$ cat config.mk
export PLATFORM = sky130hd
export DESIGN_NAME = uart_tx_arbiter_flat
export DESIGN_NICKNAME = d
export VERILOG_FILES = /design/src/rtl/uart_tx_arbiter_if.sv /design/src/rtl/uart_tx_arbiter.sv /design/src/flat_wrapper.sv
export SDC_FILE = /design/constraint.sdc
export NUM_CORES = 1
export LEC_CHECK = 0
export ABC_CLOCK_PERIOD_IN_PS = 2000
export CORE_MARGIN = 4
export CORE_UTILIZATION = 40
export DETAILED_ROUTE_END_ITERATION = 6
export PLACE_DENSITY = 0.76
export SETUP_SLACK_MARGIN = 0.05
export SLEW_MARGIN = 20
export SYNTH_ARGS = -nofsm -noshare
export SYNTH_HDL_FRONTEND = slang
export SYNTH_SLANG_ARGS = --single-unit
$ cat constraint.sdc
create_clock -name ipClk -period 2 [get_ports ipClk]
set_input_delay 0.3 -clock ipClk [delete_from_list [all_inputs] [get_ports ipClk]]
set_output_delay 0.3 -clock ipClk [all_outputs]
set_load 0.02 [all_outputs]
$ cat src/rtl/uart_tx_arbiter_if.sv
// Requester and UART-side signals of the shared UART transmit arbiter.
// slave is the arbiter's view; master is the view of whoever drives the requesters and the UART.
interface uart_tx_arbiter_if #(
  parameter int N   = 4,
  parameter int CHW = 2
);
  logic [8*N-1:0] ipData;
  logic [N-1:0]   ipValid;
  logic [N-1:0]   ipLast;
  logic [N-1:0]   opReady;
  logic [7:0]     opTxData;
  logic           opTxSend;
  logic           ipTxBusy;
  logic [CHW-1:0] opGrant;
  logic           opLocked;
  logic           opTimeout;

  modport slave (
    input  ipData, ipValid, ipLast, ipTxBusy,
    output opReady, opTxData, opTxSend, opGrant, opLocked, opTimeout
  );

  modport master (
    output ipData, ipValid, ipLast, ipTxBusy,
    input  opReady, opTxData, opTxSend, opGrant, opLocked, opTimeout
  );
endinterface

$ cat src/rtl/uart_tx_arbiter.sv
// Shares one UART transmitter between N byte-stream requesters, granting it per message
// in round-robin order, with a lock timeout that frees the UART from a stalled requester.
module uart_tx_arbiter #(
  parameter int N       = 4,
  parameter int CHW     = 2,
  parameter int TIMEOUT = 1024
) (
  input  logic             ipClk,
  input  logic             ipnReset,
  uart_tx_arbiter_if.slave bus
);

  localparam int              CNTW      = (TIMEOUT > 1) ? $clog2(TIMEOUT) : 1;
  localparam logic [CNTW-1:0] CNT_LAST  = CNTW'((TIMEOUT > 0) ? TIMEOUT - 1 : 0);
  localparam logic [CHW-1:0]  LAST_INIT = CHW'(N - 1);

  typedef enum logic [1:0] {
    IDLE = 2'd0,
    SEND = 2'd1,
    WAIT = 2'd2
  } stateT;

  // Scan order is (after+1) .. (after+N) mod N; walking it backwards lets the
  // earliest valid channel in that order overwrite any later one.
  function automatic logic [CHW-1:0] nextWinner(input logic [N-1:0] valid,
                                                input logic [CHW-1:0] after);
    logic [CHW-1:0] winner;
    logic [N-1:0]   rot;
    int             idx;
    winner = after;
    for (int k = N; k >= 1; k--) begin
      idx = (int'(after) + k) % N;
      rot = valid >> idx;
      if (rot[0]) winner = CHW'(idx);
    end
    return winner;
  endfunction

  stateT           state, stateNext;
  logic [7:0]      txData, txDataNext;
  logic            txSend, txSendNext;
  logic            locked, lockedNext;
  logic [CHW-1:0]  grant, grantNext;
  logic [CHW-1:0]  last, lastNext;
  logic [CNTW-1:0] toCnt, toCntNext;
  logic            toPulse, toPulseNext;

  logic            readyAll;
  logic            grantValid;
  logic            grantLast;
  logic [7:0]      grantByte;
  logic            accept;

  assign grantValid = bus.ipValid[grant];
  assign grantLast  = bus.ipLast[grant];
  assign grantByte  = bus.ipData[{grant, 3'b000} +: 8];

  // Only the locked channel may hand over a byte, and only while the UART is free.
  assign readyAll = (state == IDLE) && locked && !bus.ipTxBusy;
  assign accept   = readyAll && grantValid;

  assign bus.opReady   = readyAll ? (N'(1) << grant) : '0;
  assign bus.opTxData  = txData;
  assign bus.opTxSend  = txSend;
  assign bus.opGrant   = grant;
  assign bus.opLocked  = locked;
  assign bus.opTimeout = toPulse;

  always_comb begin
    // NOTE: every variable written here gets a default first, so no path through
    // the case can leave one unassigned and infer a latch.
    stateNext   = state;
    txDataNext  = txData;
    txSendNext  = txSend;
    lockedNext  = locked;
    grantNext   = grant;
    lastNext    = last;
    toCntNext   = toCnt;
    toPulseNext = 1'b0;

    unique case (state)
      IDLE: begin
        if (locked) begin
          if (accept) begin
            txDataNext = grantByte;
            txSendNext = 1'b1;
            stateNext  = SEND;
            toCntNext  = '0;
            if (grantLast) begin
              lockedNext = 1'b0;
              lastNext   = grant;
            end
          end else if ((TIMEOUT > 0) && !grantValid) begin
            // A byte arriving on the expiry cycle is accepted above instead.
            if (toCnt == CNT_LAST) begin
              lockedNext  = 1'b0;
              lastNext    = grant;
              toPulseNext = 1'b1;
              toCntNext   = '0;
            end else if (toCnt != '1) begin
              toCntNext = toCnt + 1'b1;
            end
          end
        end else if (!bus.ipTxBusy && (|bus.ipValid)) begin
          grantNext  = nextWinner(bus.ipValid, last);
          lockedNext = 1'b1;
        end
      end

      SEND: begin
        if (bus.ipTxBusy) begin
          txSendNext = 1'b0;
          stateNext  = WAIT;
        end
      end

      WAIT: begin
        if (!bus.ipTxBusy) stateNext = IDLE;
      end

      default: stateNext = IDLE;
    endcase
  end

  always_ff @(posedge ipClk or negedge ipnReset) begin
    if (!ipnReset) begin
      state   <= IDLE;
      txData  <= '0;
      txSend  <= 1'b0;
      locked  <= 1'b0;
      grant   <= '0;
      last    <= LAST_INIT;
      toCnt   <= '0;
      toPulse <= 1'b0;
    end else begin
      // NOTE: non-blocking updates make every register read the pre-edge values
      // computed above, independent of statement order.
      state   <= stateNext;
      txData  <= txDataNext;
      txSend  <= txSendNext;
      locked  <= lockedNext;
      grant   <= grantNext;
      last    <= lastNext;
      toCnt   <= toCntNext;
      toPulse <= toPulseNext;
    end
  end

endmodule

$ cat src/flat_wrapper.sv
// flat-port wrapper written by rule: the top's interface ports become plain ports
module uart_tx_arbiter_flat 
#(
  parameter int N       = 4,
  parameter int CHW     = 2,
  parameter int TIMEOUT = 1024
)
  (ipClk, ipnReset, bus_ipData, bus_ipValid, bus_ipLast, bus_ipTxBusy, bus_opReady, bus_opTxData, bus_opTxSend, bus_opGrant, bus_opLocked, bus_opTimeout);
  uart_tx_arbiter_if #(.N(N), .CHW(CHW)) bus_i ();
  input  logic ipClk;
  input  logic ipnReset;
  input wire logic [$bits(bus_i.ipData)-1:0] bus_ipData;
  input wire logic [$bits(bus_i.ipValid)-1:0] bus_ipValid;
  input wire logic [$bits(bus_i.ipLast)-1:0] bus_ipLast;
  input wire logic [$bits(bus_i.ipTxBusy)-1:0] bus_ipTxBusy;
  output wire logic [$bits(bus_i.opReady)-1:0] bus_opReady;
  output wire logic [$bits(bus_i.opTxData)-1:0] bus_opTxData;
  output wire logic [$bits(bus_i.opTxSend)-1:0] bus_opTxSend;
  output wire logic [$bits(bus_i.opGrant)-1:0] bus_opGrant;
  output wire logic [$bits(bus_i.opLocked)-1:0] bus_opLocked;
  output wire logic [$bits(bus_i.opTimeout)-1:0] bus_opTimeout;
  assign bus_i.ipData = bus_ipData;
  assign bus_i.ipValid = bus_ipValid;
  assign bus_i.ipLast = bus_ipLast;
  assign bus_i.ipTxBusy = bus_ipTxBusy;
  assign bus_opReady = bus_i.opReady;
  assign bus_opTxData = bus_i.opTxData;
  assign bus_opTxSend = bus_i.opTxSend;
  assign bus_opGrant = bus_i.opGrant;
  assign bus_opLocked = bus_i.opLocked;
  assign bus_opTimeout = bus_i.opTimeout;
  uart_tx_arbiter #(.N(N), .CHW(CHW), .TIMEOUT(TIMEOUT)) u_core (.ipClk(ipClk), .ipnReset(ipnReset), .bus(bus_i));
endmodule
==> qor.yml, run 1 <==
antenna_found_initial: 0
grt_pass1_wl_um: 7670
cp_slowest_cell: "mux4_2"
clock_sinks: 27
yosysTopAreaCell: "dfrtp_1"
synth_edf_count: 0
synthCells: 161
rsz0062_at_grt: "true"
post-route-util: 0.657
cts.hold.buffers_added: 0
hold_ws_ns: 0.392
path_cells: "clkdlybuf4s50_1 -> mux4_2 -> buf_12 -> a21o_4 -> or4_4 -> a21oi_2"
hp-class: "input pin to async pin"
cts.htree.levels: 1
gr-usage-met2: 0.316
antenna_cells: 0
yosysUniqueCellTypes: 44
status: "completed"
totalWireLength_um: 4870
ant_nets: 0
io_buffers: 59
areaGrowthSynthToFinish_pct: 58.9
place_area_mm2: 0.00246
tns_ns: 0
cts_tree: "yes"
vias: 1607
crit_path_max_incr_delay_ns: 0.55
crit_path_start_kind: "input pin"
vdd_drop_max_mv: 0.720
root_buffer: "clkbuf_8"
grt_max_degree: 28
clk_pin_slew_ns: 0.10
met3_usage: 0.0332
critPathCaptureType: "flip-flop"
finClkSkew_ns: 0.00969
design.core.area_mm2: 0.00397
final_area_mm2: 0.00261
drtIter0Drc: 84
nets: 291
grt_usage: 0.187
fin_crit_sh: 0.993
drc: 0
setup_violations: 0
place_congestion: 0.814
busiest_layer: "met2"
power.total_w: 0.00310
cp_max_fo: 6
fp-row-count: 23
synthArstFlopShare: 1.00
finalMaxSlewViolations: 0
ios: 60
clock_path_buffers: 2
worstPathRequired_ns: 2.22
die_h_um: 72.1
ys_seq_area_frac: 0.413
yosys-top-cells-area: "dfrtp_1 (38%), mux4_2 (11%), nand2_1 (7.8%)"
clk_latency_ns: 0.28
wl_per_cell_um: 16.4
max_slew.worst_pin.slew_ns: 0.506
gr-total-overflow: 0
synth-main-ff-cell: "dfrtp_1"
fmax_mhz: 504
synth_top_area_frac: 0.381
die_x_um: 72.1
grt.met1_usage: 0.243
dp_hpwl_um: 3680
numCtsBuffers: 3
grt_pass1_vias: 1628
worst-setup-path-type: "input pin to flip-flop"
finalHoldViolCount: 0
first_pass_iters: 4
synth_nets: 205
ys_seq_elements: 27
p_leak_nw: 1.12
drive_above_1_share: 0.276
dieArea_mm2: 0.00519
initial_utilization: 0.413
ys_warn_count: 0
vias_per_cell: 5.43
synthesis.area_mm2: 0.00164
powerDensity_mw_per_mm2: 1190
critPathArrivalTime_ns: 2.20
maxSlewHeadroom: 0.658
drv_cap: 0
period_minus_slack_ns: 1.99
synth_area_per_cell_um2: 10.2
[cells by family after synthesis]
| family | share of synthesized area |
|---|---|
| flops | 0.413 |
| simple gates | 0.223 |
| mux | 0.168 |
| buf+inv | 0.0465 |
| xor+xnor | 0.0160 |
| compound gates | 0.126 |
| fa+ha+maj | 0.00762 |
[layout by cell type (no fill, tap or decap), drive strengths merged, types with 3 or more instances in the layout]
cell type       n
dfrtp          25
nand2          34
nor4            3
mux4           10
nor3            3
clkdlybuf4s50  51
buf            36
a21oi           7
or4             3
clkbuf          3
nor2            8
nand2b          5
o21ai           4
o41ai           3
inv             6
xnor2           3
nand3           3
dlymetal6s2s    3
a211oi          3
[timing repair]
item,4_1_cts,5_1_grt
endpoints found under the hold margin,0,0
setup buffers,2,3
pin swaps,0,4
gates resized for setup,16,18
endpoints found under the setup margin,7,11
[power breakdown]
| group | leakage (nW) | switching (W) | internal, W | total (W) |
|---|---|---|---|---|
| registers | 0.343 | 0.000157 | 0.000741 | 0.000898 |
| clock network | 0.0217 | 0.000182 | 0.000142 | 0.000324 |
| logic | 0.757 | 0.000876 | 0.00100 | 0.00188 |
| total | 1.12 | 0.00122 | 0.00188 | 0.00310 |
[worst paths after layout]
path | cells after the start | slack, ns | from | end
max in group asynchronous | 2 | 1.29 | ipnReset | u_core.last[0]
hold reg to reg | 2 | 0.49 | u_core.bus.opTxData[2] | u_core.bus.opTxData[2]
hold / removal | 2 | 0.39 | ipnReset | u_core.bus.opTxData[5]
setup / recovery | 6 | 0.01 | bus_ipValid[2] | u_core.toCnt[6]
setup reg to reg | 5 | 0.04 | u_core.bus.opGrant[1] | u_core.toCnt[6]
min in group ipClk | 2 | 0.49 | u_core.bus.opTxData[2] | u_core.bus.opTxData[2]
[worst max-delay path: cells and delay by family]
kind / cells / cell delay (ns)
simple gates: 1 / 0.42
compound gates: 2 / 0.34
mux: 1 / 0.55
buf+inv: 2 / 0.59
[synth_stat cells, drive strengths merged, types with 3 or more instances]
library cell,number
nand2,34
dfrtp,25
mux4,10
nor2,8
a21oi,7
clkbuf,6
inv,6
nand2b,5
buf,4
o21ai,4
a211oi,3
nand3,3
nor3,3
nor4,3
o41ai,3
or4,3
xnor2,3
[sequential cells by signal, summed over array words and instances (netlist names)]
signal                flops
u_core.bus.opGrant        2
u_core.bus.opLocked       1
u_core.bus.opTimeout      1
u_core.bus.opTxData       8
u_core.bus.opTxSend       1
u_core.last               2
u_core.state              2
u_core.toCnt             10
[cell type report]
type                            instances  area (um2)
Inverter                                6        22.5
Timing Repair Buffer                   91         842
Multi-Input combinational cell        118         952
Fill cell                             329        1360
Sequential cell                        27         681
Tap cell                               50        62.6
Clock buffer                            3        41.3
Clock inverter                          1        7.51
[per-layer routing]
| metal | part of all wire | up-vias |
|---|---|---|
| met5 | 0 | - |
| met4 | 0.018 | 0 |
| met3 | 0.039 | 8 |
| met2 | 0.53 | 48 |
| met1 | 0.41 | 795 |
| li1 | - | 756 |
[metrics by stage]
| stage | cells | worst slack [ns] |
|---|---|---|
| floorplan | 161 | -0.0539 |
| global placement | 287 | -0.225 |
| detailed placement | 287 | -0.286 |
| CTS | 293 | 0.0573 |
| global route | 296 | -0.0175 |
| finish | 296 | 0.0144 |
(Power assumes the default switching activity.)
==> run 2, diff against run 1 <==
CELL_PAD_IN_SITES_DETAIL_PLACEMENT = 0   (was unset)
CELL_PAD_IN_SITES_GLOBAL_PLACEMENT = 2   (was unset)
CORE_UTILIZATION = 24   (was 40)
PLACE_DENSITY = unset   (was 0.76)
PLACE_DENSITY_LB_ADDON = 0.1   (was unset)
==> run 2 against run 1 <==
Against the previous run: count of clock-buffer cells in the layout is 1 higher; non-clock buffer count down 4; clock skew rose by 0.0029 ns; clock power hardly changed; sequential cell count did not move; die area increased by 58%; register-to-register slack better by 0.04 ns; critical path type unchanged.
==> qor.yml, run 2 (synthesis results as in run 1) <==
status: "completed"
first_pass_iters: 4
critPathCaptureType: "flip-flop"
period_minus_slack_ns: 1.93
grt_pass1_vias: 1665
grt_max_degree: 28
rsz0062_at_grt: "true"
maxSlewHeadroom: 0.719
die_h_um: 90.7
timing.final.ws_setup_ns: 0.0658
drive_above_1_share: 0.248
critPathArrivalTime_ns: 2.14
cts.hold.buffers_added: 0
wl_per_cell_um: 15.4
grt_pass1_wl_um: 7960
post_cts_buffers: 0
fmax_mhz: 517
drv_cap: 0
path_cells: "clkdlybuf4s50_1 -> mux4_2 -> a21o_4 -> or4_4 -> a21oi_2"
final_common_cell: "clkdlybuf4s50_1"
cts.htree.levels: 1
finClkSkew_ns: 0.0126
antenna_found_initial: 0
met3_usage: 0.0158
ios: 60
vias: 1567
cp_max_fo: 6
clock_sinks: 27
numCtsBuffers: 3
drc: 0
initial_utilization: 0.253
powerDensity_mw_per_mm2: 1150
ant_nets: 0
crit_path_max_incr_delay_ns: 0.58
antenna_cells: 0
gr-total-overflow: 0
design.core.area_mm2: 0.00649
clk_latency_ns: 0.28
vdd_drop_max_mv: 0.592
cp_slowest_cell: "mux4_2"
drtIter0Drc: 54
top_register: "u_core.toCnt"
clock_path_buffers: 2
finalHoldViolCount: 0
gr-usage-met2: 0.217
hp-class: "input pin to async pin"
dp_hpwl_um: 3850
finalMaxSlewViolations: 0
setup_violations: 0
final_area_mm2: 0.00256
dieArea_mm2: 0.00823
p_leak_nw: 1.07
die_x_um: 90.7
cts_tree: "yes"
vias_per_cell: 4.91
fp-row-count: 29
totalWireLength_um: 4900
nets: 287
io_buffers: 59
hold_ws_ns: 0.379
max_slew.worst_pin.slew_ns: 0.416
dpl_worst_slack_ns: -0.365
place_area_mm2: 0.00249
largest_register_ffs: 10
root_buffer: "clkbuf_8"
grt.met1_usage: 0.142
areaGrowthSynthToFinish_pct: 56.3
worst-setup-path-type: "input pin to flip-flop"
fin_crit_sh: 0.967
layout_common_cells: "clkdlybuf4s50_1 (51), nand2_1 (34), buf_4 (27)"
worstPathRequired_ns: 2.20
busiest_layer: "met2"
place_congestion: 0.744
clk_pin_slew_ns: 0.10
nFillCells: 657
crit_path_start_kind: "input pin"
grt_usage: 0.120
[run 2: cell count changes in the layout (fill, tap and decap cells not counted), sizes merged]
cell,before,now
clkdlybuf4s15,0,1
clkbuf,3,4
dlymetal6s2s,3,1
clkinvlp,1,0
dlygate4sd2,1,3
buf,36,31
[run 2: worst paths after layout]
| kind | from | to | slack (ns) | cells after the start |
|---|---|---|---|---|
| min in group ipClk | u_core.bus.opTxData[6] | u_core.bus.opTxData[6] | 0.48 | 2 |
| worst min-delay path | ipnReset | u_core.toCnt[0] | 0.38 | 2 |
| worst min register to register | u_core.bus.opTxData[6] | u_core.bus.opTxData[6] | 0.48 | 2 |
| worst max-delay path | bus_ipValid[2] | u_core.toCnt[6] | 0.07 | 5 |
| worst max register to register | u_core.bus.opGrant[1] | u_core.toCnt[6] | 0.08 | 4 |
| max in group asynchronous | ipnReset | u_core.last[1] | 1.32 | 2 |
[run 2: stage by stage]
| step | TNS [ns] | utilization | total power [W] | instances |
|---|---|---|---|---|
| 6_report | 0 | 0.395 | 0.00296 | 319 |
| 5_1_grt | 0 | 0.395 | 0.00317 | 319 |
| 4_1_cts | 0 | 0.393 | 0.00298 | 319 |
| 3_5_place_dp | -4.05 | 0.384 | 0.00263 | 315 |
| 3_3_place_gp | -3.27 | 0.384 | 0.00260 | 315 |
| 2_1_floorplan | -0.185 | - | 0.00186 | 161 |
[run 2: routing by layer]
metal	routed length, um	part of all wire
met5	0	0
met4	65	0.013
met3	225	0.046
met2	2460	0.50
met1	2140	0.44
[run 2: area by class of cell]
class                           instances  area, um2  area share
Clock buffer                            4       45.0      0.0176
Tap cell                               77       96.3      0.0376
Multi-Input combinational cell        118        931       0.363
Inverter                                6       22.5     0.00878
Sequential cell                        27        681       0.265
Timing Repair Buffer                   87        790       0.308
[run 2: power by group]
| part | internal (W) | switching [W] | total, W |
|---|---|---|---|
| Clock | 0.000143 | 0.000180 | 0.000323 |
| Sequential | 0.000741 | 0.000169 | 0.000910 |
| Combinational | 0.000907 | 0.000816 | 0.00172 |
[run 2: worst max-delay path, delay by kind of cell]
| kind | cells | cell delay (ns) |
|---|---|---|
| muxes | 1 | 0.58 |
| buffers and inverters | 1 | 0.43 |
| and+or+nand+nor | 1 | 0.42 |
| AOI/OAI and AO/OA | 2 | 0.41 |
[run 2: what timing repair did]
action	CTS	global route
endpoints found under the setup margin	8	9
hold endpoints to repair	0	0
gates resized for setup	21	8
pin swaps	2	2
==> run 3, diff against run 2 <==
CTS_CLUSTER_DIAMETER = 100   (was unset)
SLEW_MARGIN = unset   (was 20)
==> results of run 3 <==
The final DEF is identical to that of run 2; final timing and power are the same.
